<file path="src/rtl/lc3b_types.sv">
// Shared LC-3b datapath types: the machine word, the NOP encoding and the
// halfword-alignment helper used wherever a fetch target enters the pipeline.
package lc3b_types;

  typedef logic [15:0] lc3b_word;

  localparam lc3b_word LC3B_NOP = 16'h0000;

  // Instruction addresses are halfword aligned; force bit 0 low.
  function automatic lc3b_word align_word(input lc3b_word addr);
    return addr & ~16'h0001;
  endfunction

endpackage

</file>
<file path="src/rtl/ifetch_unit.sv">
// LC-3b instruction fetch stage. Issues one instruction-memory read at a time,
// hands the returned word to the IF/ID latch in the same cycle when possible,
// parks it in a hold buffer while the latch is stalled, and squashes a read
// that is already outstanding when a redirect arrives before it completes.
module ifetch_unit
  import lc3b_types::*;
#(
  parameter lc3b_word RESET_PC = 16'h0000
) (
  input  logic     clk,
  input  logic     reset,
  output logic     imem_read,
  output lc3b_word imem_address,
  input  lc3b_word imem_rdata,
  input  logic     imem_resp,
  input  logic     stall,
  input  logic     redirect,
  input  lc3b_word redirect_pc,
  output logic     ifid_load,
  output lc3b_word pc_out,
  output lc3b_word instruction_out
);

  typedef enum logic [1:0] {
    FETCH  = 2'd0,
    HOLD   = 2'd1,
    SQUASH = 2'd2
  } fetch_state_t;

  fetch_state_t state;
  lc3b_word     pc;
  lc3b_word     buffer;
  lc3b_word     pending;

  lc3b_word     pc_plus2;
  lc3b_word     target;

  // 16-bit add wraps naturally: 16'hFFFE + 2 = 16'h0000.
  assign pc_plus2 = pc + 16'd2;
  assign target   = align_word(redirect_pc);

  // Outputs to memory and to the IF/ID latch, decoded from state and inputs so
  // a returning word can be delivered in the cycle it arrives.
  always_comb begin
    // NOTE: every output gets a default before the case so no path leaves a
    // signal unassigned, which would otherwise infer a latch.
    imem_read       = 1'b0;
    imem_address    = pc;
    ifid_load       = 1'b0;
    pc_out          = LC3B_NOP;
    instruction_out = LC3B_NOP;
    if (!reset) begin
      unique case (state)
        FETCH: begin
          imem_read = 1'b1;
          if (imem_resp && !redirect && !stall) begin
            ifid_load       = 1'b1;
            pc_out          = pc_plus2;
            instruction_out = imem_rdata;
          end else begin
            ifid_load = !stall;
          end
        end
        HOLD: begin
          if (!redirect && !stall) begin
            ifid_load       = 1'b1;
            pc_out          = pc_plus2;
            instruction_out = buffer;
          end else begin
            ifid_load = !stall;
          end
        end
        SQUASH: begin
          // The stale read cannot be withdrawn, so keep presenting its address.
          imem_read = 1'b1;
          ifid_load = !stall;
        end
        default: ;
      endcase
    end
  end

  // Fetch state machine with pc, hold buffer and pending redirect target.
  always_ff @(posedge clk) begin
    if (reset) begin
      state   <= FETCH;
      pc      <= RESET_PC;
      // NOTE: buffer and pending are plain registers, not a memory array, so
      // clearing them at reset is cheap and keeps stale data from ever leaking.
      buffer  <= LC3B_NOP;
      pending <= LC3B_NOP;
    end else begin
      // NOTE: non-blocking assignments here so every register samples the
      // pre-edge values of its sources, independent of statement order.
      unique case (state)
        FETCH: begin
          if (redirect) begin
            if (imem_resp) begin
              pc <= target;
            end else begin
              pending <= target;
              state   <= SQUASH;
            end
          end else if (imem_resp) begin
            if (stall) begin
              buffer <= imem_rdata;
              state  <= HOLD;
            end else begin
              pc <= pc_plus2;
            end
          end
        end
        HOLD: begin
          if (redirect) begin
            pc    <= target;
            state <= FETCH;
          end else if (!stall) begin
            pc    <= pc_plus2;
            state <= FETCH;
          end
        end
        SQUASH: begin
          if (imem_resp) begin
            // A redirect landing with the response is newer than pending.
            pc    <= redirect ? target : pending;
            state <= FETCH;
          end else if (redirect) begin
            pending <= target;
          end
        end
        default: state <= FETCH;
      endcase
    end
  end

endmodule

</file>
<file path="config.mk">
export PLATFORM = sky130hd
export DESIGN_NAME = ifetch_unit
export DESIGN_NICKNAME = d
export VERILOG_FILES = /design/src/rtl/lc3b_types.sv /design/src/rtl/ifetch_unit.sv
export SDC_FILE = /design/constraint.sdc
export NUM_CORES = 1
export LEC_CHECK = 0
export ABC_CLOCK_PERIOD_IN_PS = 1750
export BUFFER_PORTS_ARGS = -buffer_cell sky130_fd_sc_hd__clkbuf_2
export CELL_PAD_IN_SITES_DETAIL_PLACEMENT = 0
export CELL_PAD_IN_SITES_GLOBAL_PLACEMENT = 1
export CORE_MARGIN = 2
export CORE_UTILIZATION = 35
export DETAILED_ROUTE_END_ITERATION = 8
export GPL_TIMING_DRIVEN = 1
export PLACE_DENSITY = 0.88
export SLEW_MARGIN = 15
export SYNTH_ARGS = -nofsm -noshare
export SYNTH_HDL_FRONTEND = slang
export SYNTH_SLANG_ARGS = --single-unit
</file>
<file path="constraint.sdc">
create_clock -name clk -period 1.75 [get_ports clk]
set_input_delay 0.2625 -clock clk [delete_from_list [all_inputs] [get_ports clk]]
set_output_delay 0.2625 -clock clk [all_outputs]
set_load 0.02 [all_outputs]
</file>
==> results.ini, run 1 <==
[place]
gp_congestion=0.879
postPlaceCellArea_mm2=0.00378
place_ws_ps=-81.3
io_buffers=85
hpwl_um=6190

[final_layout]
fin_nets=549
final_area_mm2=0.00444
synthToLayoutAreaGrowth_pct=52.8
num_antenna_cells=0
finalCoreUtilization_pct=54.5
layout-drive-gt1-share_pct=42.9
nFillCells=754

[drt]
drtAntennaViolNets=0
wl_per_cell_um=14.7
via_count=3262
route.detailed.drc=0
dr.pass1.iters=4
vias_per_cell=5.30
wl_um=9030
drt_first_iter_violations=153

[sta]
min_period_ps=2010
setup_viol=32
relSlewSlack_pct=60.1
max_freq_ghz=0.498
rsz0062_at_grt=yes
finalWorstSetupSlack_ps=-259
final.setup.tns_ps=-6840
finalMaxSlewViolations=0
skew_ps=3.84
hold_viol=0
tightest_slew_ps=596
period_share_pct=115

[critical_path]
crit_arrival_ps=1750
reg2reg_slack_ps=80
critPathMaxFanout=8
slowest_delay_ps=380
path_cells=buf_6 -> nor4b_4 -> bufbuf_16 -> a22oi_1 -> nor2_2 -> clkbuf_8
endpoint_kind=primary output
crit_slowest_cell=dfxtp_4
worstSetupPathType=flop to primary output
start_kind=flop
required_ps=1490

[global_route]
grt_pass1_vias=3207
grt_first_pass_wirelength_um=14800
antenna_found_initial=0
grt_overflow=0
grt_start_max_net_pins=51
grt_use_total_pct=20.4

[logic_synthesis]
synth_simple_gate_area_share_pct=33.2
synth_xor_area_share_pct=3.92
synth_area_leaders=dfxtp_1, nand2_1, a21oi_1
syn_nets=429
synth_fa_ha_area_share_pct=0.862
synth_cell_types=54
synth_async_sr_flop_share_pct=0
synth_common_cells=nand2_1, dfxtp_1, nor2_1
yosysWarnings=0
synth_top_family_by_area=simple AND/OR/NAND/NOR gates
synthCells=390
synth-compound-area-share_pct=20.0
syn_area_mm2=0.00290
ys.flop_type=dfxtp_1
yosysSeqAreaShare_pct=34.5
yosys.area.top_type=dfxtp_1
synth_top_area_share_pct=34.5
synth_seq_cells=50
synth-edff-count=0
muxShareOfSynthArea_pct=1.08
yosysMostFrequentCell=nand2_1
avgSynthCellArea_um2=7.44

[power]
irDropWorstVdd_uv=367
power_leakage_nw=1.76
cellPowerDensity_mw_per_mm2=606

[status]
status=finished with violations
violations=negative setup slack

[floorplan]
die_w_um=95.1
start_util_pct=35.7
coreArea_mm2=0.00813
dieHeight_um=95.1
rows=33
io_pins=87
die-area_mm2=0.00904

[clock_network]
cts_buffer_depth=2
cts_buffers=5
cts.sinks=50
cts_tree=yes
clock_latency_ps=310
clk_pin_slew_ps=90
cts.htree.levels=2
cts_root_buf=clkbuf_8

[job]
drv_cap=0

[hold_path]
hold_class=input port to flop

layout make-up:
class	count	area [um2]	area share, %
well taps	105	131	2.96
inverters	4	15.0	0.339
repair buffers	147	1150	26.0
multi-input cells	302	2010	45.3
clock buffers	7	76.3	1.72
flip-flops and latches	50	1020	23.0
clock inverters	1	30.0	0.677
final timing paths:
path | start | endpoint | depth (start not counted)
setup / recovery | state[1] | instruction_out[11] | 6
hold / removal | redirect_pc[13] | pending[13] | 3
setup reg to reg | state[0] | imem_address[4] | 6
hold reg to reg | pending[11] | pending[11] | 2
layer usage:
| layer | global-route usage, % | vias up | share of wire (%) | routed length (um) |
|---|---|---|---|---|
| met3 | 4.43 | 14 | 7.0 | 636 |
| met2 | 35.5 | 118 | 49 | 4450 |
| li1 | - | 1604 | - | - |
| met1 | 25.1 | 1526 | 42 | 3830 |
| met5 | 0 | - | 0 | 0 |
| met4 | 6.16 | 0 | 1.3 | 113 |
cell families after synthesis:
group | count (synthesis)
flops | 50
compound gates | 89
mux | 3
buf+inv | 38
xor+xnor | 13
fa+ha+maj | 2
simple gates | 195
state kept, by name, summed over array words and instances, names as in the netlist:
| signal | count |
|---|---|
| state | 2 |
| pending | 16 |
| imem_address | 16 |
| buffer | 16 |
placed cells by master (no fill, tap or decap), types with 6 or more instances in the layout:
master / netlist / routed
xnor2_1: 9 / 6
nor2_2: 1 / 10
a22oi_1: 16 / 14
buf_4: 3 / 60
nand4_1: 6 / 6
buf_6: 2 / 17
a211oi_1: 8 / 8
a21oi_1: 39 / 39
nor3_1: 10 / 8
clkbuf_2: 1 / 53
nand2b_1: 9 / 8
nor2_1: 45 / 20
clkbuf_8: 0 / 13
nor2_4: 0 / 16
dfxtp_1: 50 / 43
nand2_1: 79 / 78
worst max-delay path: cells and delay by family (launching register included):
family                 cells  cell delay, ps
AND/OR/NAND/NOR            2             360
buffers and inverters      3             600
flip-flops                 1             380
AO/OA/AOI/OAI              1             100
power by group:
group	switching, mW	internal, mW
registers	0.0452	1.19
clock network	0.402	0.429
logic	0.354	0.268
metrics by stage:
step	instances	hold WS, ps	total power [mW]
2_1_floorplan	390	340	1.60
3_3_place_gp	593	439	1.81
3_5_place_dp	593	446	1.82
4_1_cts	611	164	2.67
5_1_grt	616	173	2.82
6_report	616	173	2.69
repair_timing:
item / 4_1_cts / 5_1_grt
gates resized for setup: 52 / 79
pin swaps: 5 / 19
buffers inserted: 9 / 5
gates cloned: 1 / 1
setup endpoints to repair: 32 / 56
hold buffers: 0 / 0
(Power assumes the default switching activity.)
==> inputs of run 2 (changes only) <==
- ABC_CLOCK_PERIOD_IN_PS: 1750 -> 2200
- CAP_MARGIN: not set -> 10
- SKIP_CTS_REPAIR_TIMING: not set -> 1
- clock period: 1.75 -> 2.2 ns (I/O delays scaled with it)
==> results.ini, run 2 (synthesized netlist as in run 1, its figures left out) <==
[final_layout]
synthToLayoutAreaGrowth_pct=23.7
final_common_cell=clkbuf_2
multi_input_area_mm2=0.00174  ; -13%
layout-drive-gt1-share_pct=28.1  ; -15 points
final_cell_mix=clkbuf_2, nand2_1, dfxtp_1
nFillCells=839  ; +11%
register_area_mm2=0.00101  ; -1.4%
num_antenna_cells=0  ; unchanged
fin_nets=508  ; -7.5%

[place]
place_ws_ps=249  ; +330 ps
hpwl_um=5810  ; -6.1%
io_buffers=85  ; unchanged
gp_congestion=0.887  ; +0.96%

[clock_network]
cts.htree.levels=2  ; unchanged
cts.sinks=50  ; unchanged
clock_latency_ps=300  ; about the same
cts_buffer_depth=2  ; unchanged
cts_buffers=5  ; unchanged
cts_root_buf=clkbuf_8
clk_pin_slew_ps=90  ; about the same
cts_tree=yes

[sta]
hold_viol=0  ; unchanged
max_freq_ghz=0.475
hold_ws_ps=254  ; +80.7 ps
finalWorstSetupSlack_ps=94.4  ; +353 ps
period_share_pct=95.7
relSlewSlack_pct=60.4  ; +0.23 points
skew_ps=8.85  ; +5.01 ps
final.setup.tns_ps=0  ; +6840 ps
setup_viol=0  ; -100%
tightest_slew_ps=594  ; -2.01 ps
min_period_ps=2110
finalMaxSlewViolations=0  ; unchanged

[floorplan]
start_util_pct=35.7  ; unchanged
die_w_um=95.1  ; unchanged
dieHeight_um=95.1  ; unchanged
coreArea_mm2=0.00813  ; unchanged
io_pins=87  ; unchanged
rows=33  ; unchanged
die-area_mm2=0.00904  ; unchanged

[critical_path]
worstSetupPathType=flop to primary output
start_kind=flop
path_cells=ha_1 -> and3_2 -> and2_1 -> xnor2_1 -> nor2_1 -> clkbuf_2
endpoint_kind=primary output
slowest_delay_ps=370  ; about the same
required_ps=1870  ; +380 ps
r2r_cells=5  ; -1
crit_arrival_ps=1780  ; +30 ps
critPathMaxFanout=9  ; +1
crit_slowest_cell=dfxtp_2

[drt]
wl_per_cell_um=14.0  ; -4.3%
drtAntennaViolNets=0  ; unchanged
dr.pass1.iters=4  ; unchanged
vias_per_cell=5.24  ; -1.1%
drt_first_iter_violations=184  ; +20%
route.detailed.drc=0  ; unchanged
wl_um=8050  ; -11%
via_count=3006  ; -7.8%

[hold_path]
hold_depth=3  ; unchanged
hold_class=input port to flop

[status]
status=completed

[global_route]
grt_start_max_net_pins=51  ; unchanged
grt_first_pass_wirelength_um=13100  ; -11%
grt_use_total_pct=18.0  ; -2.4 points
grt_overflow=0  ; unchanged
grt_pass1_vias=2764  ; -14%
antenna_found_initial=0  ; unchanged

[job]
drv_cap=0  ; unchanged

[power]
irDropWorstVdd_uv=383  ; +4.2%
power_mw=2.04  ; -24%
power_leakage_nw=1.44  ; -18%
cellPowerDensity_mw_per_mm2=569  ; -6.1%

==> run 2: cell types whose count changed in the layout (fill, tap and decap cells not counted), moves of 3 or more <==
cell      before  now
buf_4         60   21
buf_6         17    0
clkbuf_2      53   85
clkbuf_4       4    0
clkbuf_8      13    6
dfxtp_1       43   46
dfxtp_4        4    0
nor2_1        20   45
nor2_2        10    1
nor2_4        16    0
xnor2_1        6    9
xnor2_2        3    0
==> run 2: power breakdown <==
| group | switching [mW] | total, mW | internal, mW |
|---|---|---|---|
| Clock | 0.304 | 0.668 | 0.364 |
| Combinational | 0.241 | 0.393 | 0.152 |
| Sequential | 0.0346 | 0.982 | 0.948 |
==> run 2: area by class of cell <==
cell class	instances	share of cell area (%)
repair buffers	106	16.2
inverters	4	0.418
multi-input cells	302	48.5
flip-flops and latches	50	28.0
well taps	105	3.66
clock inverters	1	0.836
clock buffers	6	2.30
==> run 2: worst max-delay path: cells and delay by family, from the launching register on <==
family	cells	cell delay, ps
xor+xnor	1	130
buf+inv	1	180
flops	1	370
fa+ha+maj	1	230
simple gates	3	560
==> run 2: layer usage <==
layer	share of wire (%)	GRT usage (%)	up-vias
li1	-	-	1523
met1	46	23.5	1363
met2	46	29.4	116
met3	8.2	4.43	4
met4	0.50	4.95	0
met5	0	0	-
==> run 2: metrics by stage <==
stage | cells | utilization [%] | instance area [um2]
floorplan | 390 | - | 2900
CTS | 573 | 43.6 | 3550
detailed placement | 566 | 42.2 | 3440
global placement | 566 | 42.2 | 3440
finish | 574 | 44.1 | 3590
global route | 574 | 44.1 | 3590
==> run 2: final timing paths <==
| check | slack [ps] | end | start |
|---|---|---|---|
| max | 90 | pc_out[9] | imem_address[1] |
| min | 250 | pending[10] | redirect_pc[10] |
| max reg2reg | 450 | imem_address[6] | state[0] |
| min reg2reg | 460 | pending[2] | pending[2] |
==> inputs of run 3 (changes only) <==
- BUFFER_PORTS_ARGS: -buffer_cell sky130_fd_sc_hd__clkbuf_2 -> -buffer_cell sky130_fd_sc_hd__buf_4
==> results.ini, run 3 (synthesized netlist as in run 1, its figures left out) <==
[global_route]
grt_overflow=0  ; unchanged
grt_use_total_pct=18.7  ; +0.69 points
antenna_found_initial=0  ; unchanged
grt_first_pass_wirelength_um=13600  ; +3.8%
grt_start_max_net_pins=51  ; unchanged
grt_pass1_vias=2880  ; +4.2%

[floorplan]
dieHeight_um=95.1  ; unchanged
coreArea_mm2=0.00813  ; unchanged
die-area_mm2=0.00904  ; unchanged
io_pins=87  ; unchanged
die_w_um=95.1  ; unchanged
start_util_pct=35.7  ; unchanged
rows=33  ; unchanged

[sta]
max_freq_ghz=0.475  ; about the same
rsz0062_at_grt=no
setup_viol=0  ; unchanged
finalWorstSetupSlack_ps=92.6  ; -1.77 ps
min_period_ps=2110  ; +1.77 ps
skew_ps=6.63  ; -2.22 ps
relSlewSlack_pct=58.9  ; -1.5 points
hold_viol=0  ; unchanged
period_share_pct=95.8  ; about the same
hold_ws_ps=215  ; -38.5 ps
tightest_slew_ps=616  ; +21.9 ps
finalMaxSlewViolations=0  ; unchanged

[critical_path]
slowest_delay_ps=410  ; +40 ps
crit_slowest_cell=dfxtp_2
start_kind=flop
r2r-start=state[0]
required_ps=1870  ; about the same
reg2reg_slack_ps=380  ; -70 ps
cp_num_cells=6  ; unchanged
setup.worst_path.start=imem_address[2]
crit_arrival_ps=1780  ; about the same
worstSetupPathType=flop to primary output
r2r_cells=4  ; -1
endpoint_kind=primary output
path_cells=ha_1 -> and3_1 -> and2_1 -> xnor2_1 -> nor2_1 -> buf_4
reg2reg_to=imem_address[13]
path_delay_family=simple AND/OR/NAND/NOR gates
path_buf_inv=1  ; unchanged
critPathMaxFanout=7  ; -2
crit_path_end=pc_out[9]

[drt]
route.detailed.drc=0  ; unchanged
wl_per_cell_um=14.5  ; +3.5%
dr.pass1.iters=4  ; unchanged
drtAntennaViolNets=0  ; unchanged
wl_um=8280  ; +2.9%
drt_first_iter_violations=157  ; -15%
vias_per_cell=5.33  ; +1.8%
via_count=3044  ; +1.3%

[place]
postPlaceCellArea_mm2=0.00364  ; +6.0%
place_ws_ps=266  ; +16.6 ps
dp.cells=565  ; -0.18%
hpwl_um=5960  ; +2.6%
gp_congestion=0.889  ; +0.18%
io_buffers=85  ; unchanged

[hold_path]
worstHoldStart=imem_resp
hold_class=input port to flop

[clock_network]
cts_buffer_depth=2  ; unchanged
cts_root_buf=clkbuf_8
clk_pin_slew_ps=90  ; about the same
clock_latency_ps=300  ; about the same
cts.sinks=50  ; unchanged
cts_tree=yes
cts.htree.levels=2  ; unchanged
cts_buffers=5  ; unchanged

[final_layout]
final_cell_mix=buf_4, nand2_1, nor2_1, dfxtp_1, a21oi_1
layout-drive-gt1-share_pct=28.1  ; -0.033 points
synthToLayoutAreaGrowth_pct=29.4
fin_nets=506  ; -0.39%
num_antenna_cells=0  ; unchanged
layoutNonFillerInstCount=571  ; -0.52%
final_common_cell=buf_4
finalCoreUtilization_pct=46.2  ; +2.0 points
final_area_mm2=0.00376  ; +4.6%

[power]
cellPowerDensity_mw_per_mm2=520  ; -8.6%
irDropWorstVdd_uv=251  ; -34%
power_leakage_nw=1.46  ; +1.7%

[job]
drv_cap=0  ; unchanged

[status]
status=completed

==> run 3: layout make-up <==
type / instances / area [um2]
Inverter: 4 / 15.0
Fill cell: 832 / 4380
Sequential cell: 50 / 1010
Timing Repair Buffer: 104 / 781
Tap cell: 105 / 131
Clock buffer: 6 / 82.6
Multi-Input combinational cell: 302 / 1740
==> run 3: worst min-delay path by stage <==
| stage | endpoint | slack, ps | depth (start not counted) |
|---|---|---|---|
| 3_3_place_gp | pending[1] | 440 | 2 |
| 2_1_floorplan | state[1] | 410 | 1 |
| 3_5_place_dp | pending[1] | 450 | 2 |
| 5_1_grt | state[1] | 220 | 2 |
| 6_report | state[1] | 220 | 2 |
| 4_1_cts | state[1] | 220 | 2 |
==> run 3: through the flow <==
step | total power, mW | TNS (ps)
4_1_cts | 1.97 | -620
5_1_grt | 2.05 | 0
2_1_floorplan | 1.26 | 0
3_5_place_dp | 1.43 | 0
6_report | 1.95 | 0
3_3_place_gp | 1.42 | 0
==> run 3: worst register-to-register path: cells and delay by family (launching register included) <==
kind,cells,cell delay (ps)
AOI/OAI and AO/OA,1,110
DFF,1,380
and+or+nand+nor,3,1230
==> run 3: report_power, final <==
group          switching [mW]  total, mW  leakage (nW)  internal (mW)
Clock                   0.300      0.544        0.0431          0.244
Combinational           0.243      0.427          1.01          0.184
Sequential             0.0343      0.982         0.410          0.948
Total                   0.578       1.95          1.46           1.38
==> run 3: metal layers <==
layer / global-route usage (%) / part of all wire [%] / vias to the layer above
li1: - / - / 1517
met1: 24.2 / 44 / 1406
met2: 30.8 / 46 / 107
met3: 4.82 / 7.8 / 14
met4: 4.83 / 1.6 / 0
met5: 0 / 0 / -
